<file path="src/rtl/shift_decode_stage_if.sv">
// shift_decode_stage_if
// Purpose : bundles the upstream handshake, operand, forwarding and flush
//           inputs together with the registered shifter-facing outputs of
//           the ID/EX shift decode stage.
// Ports   : none; the signals are carried through the modports.
//           slave  - view used by shift_decode_stage (consumes instruction
//                    and operands, drives shifter inputs and status).
//           master - view used by whatever drives the stage (upstream
//                    pipeline plus EX stage, or a testbench).
// Params  : CNT_W - width of shift_count; must match the stage's CNT_W.
interface shift_decode_stage_if #(
    parameter int CNT_W = 32
);
    logic             in_valid;
    logic             in_ready;
    logic [31:0]      in_instr;
    logic [31:0]      in_rs_val;
    logic [31:0]      in_rt_val;
    logic             exmem_regwrite;
    logic [4:0]       exmem_rd;
    logic [31:0]      exmem_value;
    logic             memwb_regwrite;
    logic [4:0]       memwb_rd;
    logic [31:0]      memwb_value;
    logic             flush;
    logic             out_valid;
    logic             out_ready;
    logic [31:0]      sh_in;
    logic [1:0]       sh_op;
    logic [4:0]       sh_amt;
    logic [4:0]       out_rd;
    logic             out_is_shift;
    logic [CNT_W-1:0] shift_count;

    modport slave (
        input  in_valid, in_instr, in_rs_val, in_rt_val,
        input  exmem_regwrite, exmem_rd, exmem_value,
        input  memwb_regwrite, memwb_rd, memwb_value,
        input  flush, out_ready,
        output in_ready, out_valid, sh_in, sh_op, sh_amt,
        output out_rd, out_is_shift, shift_count
    );

    modport master (
        output in_valid, in_instr, in_rs_val, in_rt_val,
        output exmem_regwrite, exmem_rd, exmem_value,
        output memwb_regwrite, memwb_rd, memwb_value,
        output flush, out_ready,
        input  in_ready, out_valid, sh_in, sh_op, sh_amt,
        input  out_rd, out_is_shift, shift_count
    );
endinterface

</file>
<file path="src/rtl/shift_decode_stage.sv">
// shift_decode_stage
// Purpose : ID/EX stage feeding the EX shifter. Decodes the six SPECIAL
//           shift instructions, picks forwarded rs/rt values, and registers
//           the shifter inputs behind a valid/ready handshake with flush.
//           Counts the shift instructions it issues.
// Ports   : clock - rising-edge clock
//           reset - asynchronous, active-low reset
//           bus   - shift_decode_stage_if.slave: in_valid/in_ready/in_instr,
//                   rs/rt register-file values, EX/MEM and MEM/WB forwarding
//                   sources, flush, out_valid/out_ready, sh_in, sh_op,
//                   sh_amt, out_rd, out_is_shift, shift_count
// Params  : FWD_EN - 1 enables EX/MEM and MEM/WB forwarding
//           CNT_W  - width of shift_count (wraps modulo 2^CNT_W)
module shift_decode_stage #(
    parameter bit FWD_EN = 1'b1,
    parameter int CNT_W  = 32
) (
    input  logic                  clock,
    input  logic                  reset,
    shift_decode_stage_if.slave   bus
);
    localparam logic [1:0] OP_SRL = 2'd0;
    localparam logic [1:0] OP_SRA = 2'd1;
    localparam logic [1:0] OP_SLL = 2'd2;

    logic [5:0]       w_opcode;
    logic [5:0]       w_funct;
    logic [4:0]       w_rsIdx;
    logic [4:0]       w_rtIdx;
    logic [4:0]       w_rdIdx;
    logic [4:0]       w_shamt;
    logic [31:0]      w_rsFwd;
    logic [31:0]      w_rtFwd;
    logic             w_isShift;
    logic [1:0]       w_op;
    logic [4:0]       w_amt;
    logic [31:0]      w_shIn;
    logic             w_accept;
    logic             w_unusedRsHigh;

    logic             r_valid;
    logic [31:0]      r_shIn;
    logic [1:0]       r_shOp;
    logic [4:0]       r_shAmt;
    logic [4:0]       r_rd;
    logic             r_isShift;
    logic [CNT_W-1:0] r_count;

    assign w_opcode = bus.in_instr[31:26];
    assign w_rsIdx  = bus.in_instr[25:21];
    assign w_rtIdx  = bus.in_instr[20:16];
    assign w_rdIdx  = bus.in_instr[15:11];
    assign w_shamt  = bus.in_instr[10:6];
    assign w_funct  = bus.in_instr[5:0];

    // Only the low five bits of rs ever matter (variable shift amount).
    assign w_unusedRsHigh = ^w_rsFwd[31:5];

    // Operand forwarding: the younger EX/MEM result beats MEM/WB, and
    // register 0 is hard-wired so it is never a forwarding target.
    always_comb begin
        w_rsFwd = bus.in_rs_val;
        if (FWD_EN && bus.exmem_regwrite && (bus.exmem_rd != 5'd0) && (bus.exmem_rd == w_rsIdx))
            w_rsFwd = bus.exmem_value;
        else if (FWD_EN && bus.memwb_regwrite && (bus.memwb_rd != 5'd0) && (bus.memwb_rd == w_rsIdx))
            w_rsFwd = bus.memwb_value;
    end

    always_comb begin
        w_rtFwd = bus.in_rt_val;
        if (FWD_EN && bus.exmem_regwrite && (bus.exmem_rd != 5'd0) && (bus.exmem_rd == w_rtIdx))
            w_rtFwd = bus.exmem_value;
        else if (FWD_EN && bus.memwb_regwrite && (bus.memwb_rd != 5'd0) && (bus.memwb_rd == w_rtIdx))
            w_rtFwd = bus.memwb_value;
    end

    // Shift decode. Non-shift words fall through with all shifter fields
    // zeroed so EX sees a harmless SRL of 0 by 0.
    always_comb begin
        w_isShift = 1'b0;
        w_op      = OP_SRL;
        w_amt     = 5'd0;
        if (w_opcode == 6'd0) begin
            case (w_funct)
                6'h00: begin w_isShift = 1'b1; w_op = OP_SLL; w_amt = w_shamt;      end
                6'h02: begin w_isShift = 1'b1; w_op = OP_SRL; w_amt = w_shamt;      end
                6'h03: begin w_isShift = 1'b1; w_op = OP_SRA; w_amt = w_shamt;      end
                6'h04: begin w_isShift = 1'b1; w_op = OP_SLL; w_amt = w_rsFwd[4:0]; end
                6'h06: begin w_isShift = 1'b1; w_op = OP_SRL; w_amt = w_rsFwd[4:0]; end
                6'h07: begin w_isShift = 1'b1; w_op = OP_SRA; w_amt = w_rsFwd[4:0]; end
                default: ;
            endcase
        end
    end

    assign w_shIn = w_isShift ? w_rtFwd : 32'd0;

    assign bus.in_ready = !r_valid || bus.out_ready;
    assign w_accept     = bus.in_valid && bus.in_ready && !bus.flush;

    // Output register. Flush only drops valid and leaves the payload alone;
    // a plain consume does the same. Payload and counter move on accept only,
    // so operands are frozen while the EX stage stalls.
    always_ff @(posedge clock or negedge reset) begin
        if (!reset) begin
            r_valid   <= 1'b0;
            r_shIn    <= 32'd0;
            r_shOp    <= 2'd0;
            r_shAmt   <= 5'd0;
            r_rd      <= 5'd0;
            r_isShift <= 1'b0;
            r_count   <= '0;
        end else if (bus.flush) begin
            r_valid   <= 1'b0;
        end else if (w_accept) begin
            r_valid   <= 1'b1;
            r_shIn    <= w_shIn;
            r_shOp    <= w_op;
            r_shAmt   <= w_amt;
            r_rd      <= w_rdIdx;
            r_isShift <= w_isShift;
            r_count   <= r_count + {{(CNT_W-1){1'b0}}, w_isShift};
        end else if (bus.out_ready) begin
            r_valid   <= 1'b0;
        end
    end

    assign bus.out_valid    = r_valid;
    assign bus.sh_in        = r_shIn;
    assign bus.sh_op        = r_shOp;
    assign bus.sh_amt       = r_shAmt;
    assign bus.out_rd       = r_rd;
    assign bus.out_is_shift = r_isShift;
    assign bus.shift_count  = r_count;
endmodule

</file>
<file path="src/flat_wrapper.sv">
// flat-port wrapper written by rule: the top's interface ports become plain ports
module shift_decode_stage_flat 
#(
    parameter bit FWD_EN = 1'b1,
    parameter int CNT_W  = 32
)
  (clock, reset, bus_in_valid, bus_in_instr, bus_in_rs_val, bus_in_rt_val, bus_exmem_regwrite, bus_exmem_rd, bus_exmem_value, bus_memwb_regwrite, bus_memwb_rd, bus_memwb_value, bus_flush, bus_out_ready, bus_in_ready, bus_out_valid, bus_sh_in, bus_sh_op, bus_sh_amt, bus_out_rd, bus_out_is_shift, bus_shift_count);
  shift_decode_stage_if #(.CNT_W(CNT_W)) bus_i ();
  input  logic clock;
  input  logic reset;
  input wire logic [$bits(bus_i.in_valid)-1:0] bus_in_valid;
  input wire logic [$bits(bus_i.in_instr)-1:0] bus_in_instr;
  input wire logic [$bits(bus_i.in_rs_val)-1:0] bus_in_rs_val;
  input wire logic [$bits(bus_i.in_rt_val)-1:0] bus_in_rt_val;
  input wire logic [$bits(bus_i.exmem_regwrite)-1:0] bus_exmem_regwrite;
  input wire logic [$bits(bus_i.exmem_rd)-1:0] bus_exmem_rd;
  input wire logic [$bits(bus_i.exmem_value)-1:0] bus_exmem_value;
  input wire logic [$bits(bus_i.memwb_regwrite)-1:0] bus_memwb_regwrite;
  input wire logic [$bits(bus_i.memwb_rd)-1:0] bus_memwb_rd;
  input wire logic [$bits(bus_i.memwb_value)-1:0] bus_memwb_value;
  input wire logic [$bits(bus_i.flush)-1:0] bus_flush;
  input wire logic [$bits(bus_i.out_ready)-1:0] bus_out_ready;
  output wire logic [$bits(bus_i.in_ready)-1:0] bus_in_ready;
  output wire logic [$bits(bus_i.out_valid)-1:0] bus_out_valid;
  output wire logic [$bits(bus_i.sh_in)-1:0] bus_sh_in;
  output wire logic [$bits(bus_i.sh_op)-1:0] bus_sh_op;
  output wire logic [$bits(bus_i.sh_amt)-1:0] bus_sh_amt;
  output wire logic [$bits(bus_i.out_rd)-1:0] bus_out_rd;
  output wire logic [$bits(bus_i.out_is_shift)-1:0] bus_out_is_shift;
  output wire logic [$bits(bus_i.shift_count)-1:0] bus_shift_count;
  assign bus_i.in_valid = bus_in_valid;
  assign bus_i.in_instr = bus_in_instr;
  assign bus_i.in_rs_val = bus_in_rs_val;
  assign bus_i.in_rt_val = bus_in_rt_val;
  assign bus_i.exmem_regwrite = bus_exmem_regwrite;
  assign bus_i.exmem_rd = bus_exmem_rd;
  assign bus_i.exmem_value = bus_exmem_value;
  assign bus_i.memwb_regwrite = bus_memwb_regwrite;
  assign bus_i.memwb_rd = bus_memwb_rd;
  assign bus_i.memwb_value = bus_memwb_value;
  assign bus_i.flush = bus_flush;
  assign bus_i.out_ready = bus_out_ready;
  assign bus_in_ready = bus_i.in_ready;
  assign bus_out_valid = bus_i.out_valid;
  assign bus_sh_in = bus_i.sh_in;
  assign bus_sh_op = bus_i.sh_op;
  assign bus_sh_amt = bus_i.sh_amt;
  assign bus_out_rd = bus_i.out_rd;
  assign bus_out_is_shift = bus_i.out_is_shift;
  assign bus_shift_count = bus_i.shift_count;
  shift_decode_stage #(.FWD_EN(FWD_EN), .CNT_W(CNT_W)) u_core (.clock(clock), .reset(reset), .bus(bus_i));
endmodule
</file>
<file path="config.mk">
export PLATFORM = sky130hd
export DESIGN_NAME = shift_decode_stage_flat
export DESIGN_NICKNAME = d
export VERILOG_FILES = /design/src/rtl/shift_decode_stage_if.sv /design/src/rtl/shift_decode_stage.sv /design/src/flat_wrapper.sv
export SDC_FILE = /design/constraint.sdc
export NUM_CORES = 1
export LEC_CHECK = 0
export ABC_CLOCK_PERIOD_IN_PS = 2110
export CAP_MARGIN = 0
export CELL_PAD_IN_SITES_DETAIL_PLACEMENT = 1
export CELL_PAD_IN_SITES_GLOBAL_PLACEMENT = 2
export CORE_UTILIZATION = 21
export DETAILED_ROUTE_END_ITERATION = 10
export GPL_ROUTABILITY_DRIVEN = 0
export PLACE_DENSITY = 0.82
export SLEW_MARGIN = 20
export SYNTH_ARGS = -nofsm -noshare
export SYNTH_HDL_FRONTEND = slang
export SYNTH_SLANG_ARGS = --single-unit
export TNS_END_PERCENT = 100
</file>
<file path="constraint.sdc">
create_clock -name clock -period 2.11 [get_ports clock]
set_input_delay 0.422 -clock clock [delete_from_list [all_inputs] [get_ports clock]]
set_output_delay 0.422 -clock clock [all_outputs]
set_load 0.01 [all_outputs]
</file>
==> impl_metrics.toml, run 1 <==
[timing]
worst_hold_slack_ps = 10.5
period_utilization_pct = 99.0
final_max_slew_viol_count = 0
report.final.setup_viol = 0
clock_skew_ps = 7.99
relSlewSlack_pct = 59.5
timing.final.hold_violations = 0
max_freq_ghz = 0.479
tightest_slew_ps = 607
rsz0062_at_grt = "true"
fin_crit_ps = 2090

[cts]
cts.reportedPaths.clkPinSlew_ps = 60
cts.path.max_buffers = 2
cts_made_buffers = 9
worstSkewPairLatency_ps = 350
cts_tree = "done"
htree_levels = 3
cts_root_buf = "sky130_fd_sc_hd__clkbuf_16"
clock_sinks = 78

[detailed_routing]
final_antenna_net_count = 0
total_wire_length_mm = 19.5
drt_pass1_iterations = 4
detail_route.drc_violations = 0
via_count = 4794
initialDrtViolationCount = 123
vias_per_instance = 4.61
post_drt_wl_per_cell_um = 18.8

[synth]
synth_seq_cells = 78
synth-main-ff-cell = "sky130_fd_sc_hd__dfrtp_1"
yosys-top-cells-area = "sky130_fd_sc_hd__dfrtp_1 44%, sky130_fd_sc_hd__a221oi_2 10%, sky130_fd_sc_hd__nand2_1 5.9%"
yosys_warnings = 0
yosys.cell_types.count = 36
share_of_synthesized_registers_carrying_an_async_set_or_reset_pct = 100
synth.top_cell.area_share_pct = 43.6
total_nets_after_synthesis = 647
synth_enable_flop_cells = 0
fraction_of_the_yosys_area_taken_by_sequential_cells_pct = 43.6
yosysTopAreaCell = "sky130_fd_sc_hd__dfrtp_1"
post_synth.cell_area_avg_um2 = 9.57
syn_area_um2 = 4480
netlist_instances = 468

[worst_setup_path]
crit_path_max_fanout = 5
worstRegToRegCells = 7
path_depth = 11
reg2reg_to = "u_core.bus.shift_count[31]"
criticalPathCategory = "primary input to flip-flop"
critPathTopFamily = "simple AND/OR/NAND/NOR gates"
crit_path_max_incr_delay_ps = 270
cp_cell_sequence = "buf_6, nor4_4, nand3_2, nor2_2, ha_2, nand3_2, nor3_2, buf_4, nand4_1, nor3_2, xor2_1"
reg2reg_from = "u_core.bus.shift_count[0]"
worst_ep_required_time_ps = 2380
r2r_slack_ps = 340
critPathArrivalTime_ps = 2360
timing.critical_path.slowest_stage_cell = "sky130_fd_sc_hd__nor4_4"
timing_endpoint_of_the_critical_path = "u_core.bus.shift_count[31]"
setup.worst_path.start = "bus_in_instr[30]"
critPathBufInv = 2
setup.worst_path.end_class = "flip-flop"
cp-start-kind = "primary input"

[power]
finalPower_mw = 3.77
power.ir.vdd_worst_mv = 0.316
pd_cells_nw_per_um2 = 446
power.static_leakage_nw = 3.62

[global_routing]
grt_usage_pct = 17.3
grt_overflow_total = 0
grt_start_max_net_pins = 52
first_global_vias = 5091
grt_antenna_before_repair = 1
grt_first_pass_wirelength_mm = 28.8

[die]
io_pins = 256
floorplan.initialDensity_pct = 21.4
die_width_um = 148
floorplan.die_area_um2 = 21900
floorplan_core_area_um2 = 21000
die_height_um = 148
rows = 53

[finish]
nets = 938
layout-area-overhead-vs-synth_pct = 88.9
final_core_utilization_pct = 40.4
final_layout_size_suffix_gt1_share_pct = 22.6
final_cell_count_no_fill = 1041
layout.cells.most_common_list = "207 x sky130_fd_sc_hd__clkdlybuf4s50_1, 78 x sky130_fd_sc_hd__dfrtp_1, 70 x sky130_fd_sc_hd__nand2_1"
layout_commonest_cell = "sky130_fd_sc_hd__clkdlybuf4s50_1"

[placement]
placed_cells_incl_taps = 1001
buffers_on_ports = 228
place.detailed.hpwl_mm = 13.8

[job]
max_cap_viols = 0

[run_status]
outcome = "finished clean"

[worst_hold_path]
hold_path_class = "primary input to async pin"
[synth_stat cells, types with 6 or more instances]
cell type and instances:
sky130_fd_sc_hd__nand2_1 71, sky130_fd_sc_hd__nor3_1 6, sky130_fd_sc_hd__clkbuf_1 10, sky130_fd_sc_hd__and3_1 41
sky130_fd_sc_hd__a221oi_2 30, sky130_fd_sc_hd__xor2_1 20, sky130_fd_sc_hd__nor2_1 16, sky130_fd_sc_hd__o211ai_1 7
sky130_fd_sc_hd__o21ai_1 30, sky130_fd_sc_hd__dfrtp_1 78, sky130_fd_sc_hd__xnor2_1 30, sky130_fd_sc_hd__nand4_1 8
sky130_fd_sc_hd__buf_2 11, sky130_fd_sc_hd__nand3_1 13, sky130_fd_sc_hd__inv_1 14, sky130_fd_sc_hd__o21ai_0 35
[layout make-up]
cell class,instances,area [µm²]
Antenna cell,2,5.00
Clock buffer,10,229
Clock inverter,6,38.8
Fill cell,2385,12500
Inverter,14,52.6
Multi-Input combinational cell,349,2610
Sequential cell,78,1950
Tap cell,275,344
Timing Repair Buffer,307,3230
[metrics by stage]
stage | TNS (ps) | setup WS, ps | instance area [µm²]
6_report | 0 | 20.6 | 8460
5_1_grt | -435 | -103 | 8460
4_1_cts | -191 | -29.4 | 7980
3_5_place_dp | -28930 | -669 | 7580
3_3_place_gp | -27650 | -623 | 7580
2_1_floorplan | 0 | 4.42 | 4500
[registers in the layout, summed over array words and instances (netlist names)]
signal                   flops
u_core.bus.sh_in            32
u_core.bus.shift_count      32
u_core.bus.out_rd            5
u_core.bus.sh_amt            5
u_core.bus.sh_op             2
u_core.bus.out_is_shift      1
u_core.bus.out_valid         1
[repair_timing]
action,4_1_cts,5_1_grt
hold buffers,0,0
gates resized for setup,31,57
hold endpoints to repair,0,0
pin swaps,12,31
endpoints found under the setup margin,60,53
setup buffers,4,10
cloned,2,7
[per-layer routing]
metal / vias to the layer above / track usage (%) / share of wire (%)
met3: 19 / 3.77 / 5.2
met2: 151 / 30.4 / 51
met4: 0 / 5.72 / 2.1
met5: - / 0 / 0
li1: 2284 / - / -
met1: 2340 / 20.8 / 42
[worst min-delay path by stage]
stage	endpoint	startpoint	slack [ps]
6_report	u_core.bus.out_valid	reset	10
5_1_grt	u_core.bus.out_valid	reset	30
4_1_cts	u_core.bus.out_valid	reset	20
3_5_place_dp	u_core.bus.out_valid	reset	390
3_3_place_gp	u_core.bus.out_valid	reset	390
2_1_floorplan	u_core.bus.out_is_shift	reset	130
[where the power goes]
| part | switching [mW] | total [mW] | internal (mW) |
|---|---|---|---|
| Sequential | 0.00998 | 1.52 | 1.51 |
| Clock | 0.650 | 1.44 | 0.793 |
| Combinational | 0.338 | 0.808 | 0.470 |
[cell families after synthesis]
| group | synth area share (%) |
|---|---|
| AND/OR/NAND/NOR | 19.3 |
| AO/OA/AOI/OAI | 21.9 |
| flip-flops | 43.6 |
| XOR/XNOR | 9.78 |
| buffers and inverters | 4.83 |
| adder cells (fa/ha/maj) | 0.559 |
No activity file was read; power rests on OpenSTA's default activity.
==> run 2, diff against run 1 <==
--- a/config.mk
+++ b/config.mk
@@ -8,10 +8,11 @@
 export ABC_CLOCK_PERIOD_IN_PS = 2110
 export CAP_MARGIN = 0
-export CELL_PAD_IN_SITES_DETAIL_PLACEMENT = 1
-export CELL_PAD_IN_SITES_GLOBAL_PLACEMENT = 2
-export CORE_UTILIZATION = 21
+export CELL_PAD_IN_SITES_DETAIL_PLACEMENT = 0
+export CELL_PAD_IN_SITES_GLOBAL_PLACEMENT = 1
+export CORE_UTILIZATION = 28
+export CTS_BUF_LIST = sky130_fd_sc_hd__clkbuf_8
 export DETAILED_ROUTE_END_ITERATION = 10
 export GPL_ROUTABILITY_DRIVEN = 0
-export PLACE_DENSITY = 0.82
+export PLACE_DENSITY = 0.84
 export SLEW_MARGIN = 20
 export SYNTH_ARGS = -nofsm -noshare
==> constraint.sdc (replaced) <==
create_clock -name clock -period 2.11 [get_ports clock]
set_input_delay 0.211 -clock clock [delete_from_list [all_inputs] [get_ports clock]]
set_output_delay 0.211 -clock clock [all_outputs]
set_load 0.01 [all_outputs]
==> run 2 against run 1 <==
- first-iteration DRC count up 20%
- clock power shrank 14%
- register-to-register slack improved by 50 ps
- clock skew up 1.1 ps
- largest cell class unchanged
==> impl_metrics.toml, run 2 (synthesized netlist as in run 1, its figures left out) <==
[run_status]
outcome = "finished clean"

[global_routing]
grt_antenna_before_repair = 0
gr-usage-met1_pct = 20.6
grt_start_max_net_pins = 44
first_global_vias = 4801
grt_util_met2_pct = 33.6
grt_overflow_total = 0
grt_usage_pct = 19.0
grt_most_used_layer = "met2"
grt_first_pass_wirelength_mm = 24.2
global_route_met3_utilization_pct = 5.57

[placement]
dpl_cell_area_um2 = 7330
place.detailed.hpwl_mm = 12.0
buffers_on_ports = 228
place_worst_setup_slack_ps = -363

[power]
power.share.sequential_pct = 44.0
clk_pwr_share_pct = 35.8
power_switching_share_pct = 25.3
internal-power_mw = 2.58
power_frac_comb_pct = 20.1
power.ir.vdd_worst_mv = 0.248
finalPower_mw = 3.45
pd_cells_nw_per_um2 = 453
power.net_switching_mw = 0.874
power.static_leakage_nw = 3.23

[job]
max_cap_viols = 0

[cts]
cts.reportedPaths.clkPinSlew_ps = 80
cts_made_buffers = 9
cts_tree = "done"
clock_sinks = 78
cts_root_buf = "sky130_fd_sc_hd__clkbuf_8"
htree_levels = 3
cts.path.max_buffers = 2
worstSkewPairLatency_ps = 360

[timing]
max_freq_ghz = 0.517
period_utilization_pct = 91.7
timing.final.hold_violations = 0
report.final.setup_viol = 0
setup-tns-final_ps = 0
clock_skew_ps = 9.11
worst_hold_slack_ps = 346
final_max_slew_viol_count = 0
fin_crit_ps = 1940
relSlewSlack_pct = 66.8
tightest_slew_ps = 497
rsz0062_at_grt = "false"
setup_slack_ps = 174

[finish]
layout-area-overhead-vs-synth_pct = 70.0
nets = 903
layout.cells.most_common_list = "220 x sky130_fd_sc_hd__clkdlybuf4s50_1, 78 x sky130_fd_sc_hd__dfrtp_1, 70 x sky130_fd_sc_hd__nand2_1"
final_layout_size_suffix_gt1_share_pct = 15.1
final_design_area_no_fill_um2 = 7620
num_antenna_cells = 0
num-fill-cells = 1428
layout_commonest_cell = "sky130_fd_sc_hd__clkdlybuf4s50_1"

[worst_setup_path]
worst_ep_required_time_ps = 2390
crit_path_max_fanout = 4
critPathArrivalTime_ps = 2220
criticalPathCategory = "primary input to flip-flop"
cp-start-kind = "primary input"
setup.worst_path.end_class = "flip-flop"

[worst_hold_path]
hold_path_class = "primary input to flip-flop"

[die]
rows = 45
floorplan_core_area_um2 = 15400
die_width_um = 128
die_height_um = 128
io_pins = 256
floorplan.die_area_um2 = 16500
floorplan.initialDensity_pct = 29.0

[detailed_routing]
initialDrtViolationCount = 147
final_antenna_net_count = 0
post_drt_wl_per_cell_um = 16.6
via_count = 4659
drt_pass1_iterations = 6
vias_per_instance = 4.96
detail_route.drc_violations = 0
total_wire_length_mm = 15.6
-- run 2: critical path, stage by stage --
cell and delay (ps):
sky130_fd_sc_hd__clkdlybuf4s50_1 420, sky130_fd_sc_hd__nor2_2 130, sky130_fd_sc_hd__nand3_2 120, sky130_fd_sc_hd__nor2_2 110, sky130_fd_sc_hd__ha_2 210, sky130_fd_sc_hd__nand3_1 110, sky130_fd_sc_hd__nor3_1 270, sky130_fd_sc_hd__nand4_1 190
sky130_fd_sc_hd__buf_4 190, sky130_fd_sc_hd__nor2_1 110, sky130_fd_sc_hd__xor2_1 150
-- run 2: stage by stage --
step           std cells  util [%]
3_3_place_gp         923      47.5
4_1_cts              939      49.0
6_report             939      49.4
5_1_grt              939      49.4
2_1_floorplan        468         -
3_5_place_dp         923      47.5
-- run 2: cell type report --
type                            instances  area, µm²  share of cell area, %
Tap cell                              211        264                   3.47
Clock inverter                          6       87.6                   1.15
Inverter                               14       52.6                  0.690
Timing Repair Buffer                  274       2760                   36.2
Multi-Input combinational cell        347       2380                   31.2
Sequential cell                        78       1950                   25.6
Clock buffer                            9        124                   1.63
-- run 2: path summary, 6_finish.rpt --
check	from	end	slack, ps	cells past startpoint
hold reg to reg	u_core.bus.shift_count[31]	u_core.bus.shift_count[31]	490	1
min in group asynchronous	reset	u_core.bus.shift_count[11]	360	2
hold / removal	bus_in_instr[31]	u_core.bus.sh_op[1]	350	5
max in group asynchronous	reset	u_core.bus.sh_in[23]	1140	3
setup / recovery	bus_in_instr[5]	u_core.bus.shift_count[27]	170	11
setup reg to reg	u_core.bus.shift_count[0]	u_core.bus.shift_count[27]	390	7
-- run 2: what timing repair did --
| item | 4_1_cts | 5_1_grt |
|---|---|---|
| hold buffers | 1 | 0 |
| endpoints found under the setup margin | 0 | 18 |
| setup buffers | 0 | 0 |
| hold endpoints to repair | 37 | 0 |
| gates resized for setup | 0 | 17 |
-- run 2: per-layer routing --
| metal | vias to the layer above | wire [µm] |
|---|---|---|
| met1 | 2217 | 6140 |
| li1 | 2202 | - |
| met4 | 0 | 556 |
| met3 | 37 | 1140 |
| met2 | 203 | 7760 |
| met5 | - | 0 |
-- run 2: power by group through the flow --
stage | logic [mW] | clock network, mW | registers, mW
3_3_place_gp | 0.681 | 0 | 1.55
4_1_cts | 0.697 | 1.28 | 1.52
3_5_place_dp | 0.693 | 0 | 1.55
5_1_grt | 0.742 | 1.33 | 1.52
2_1_floorplan | 0.212 | 0 | 1.56
6_report | 0.695 | 1.24 | 1.52
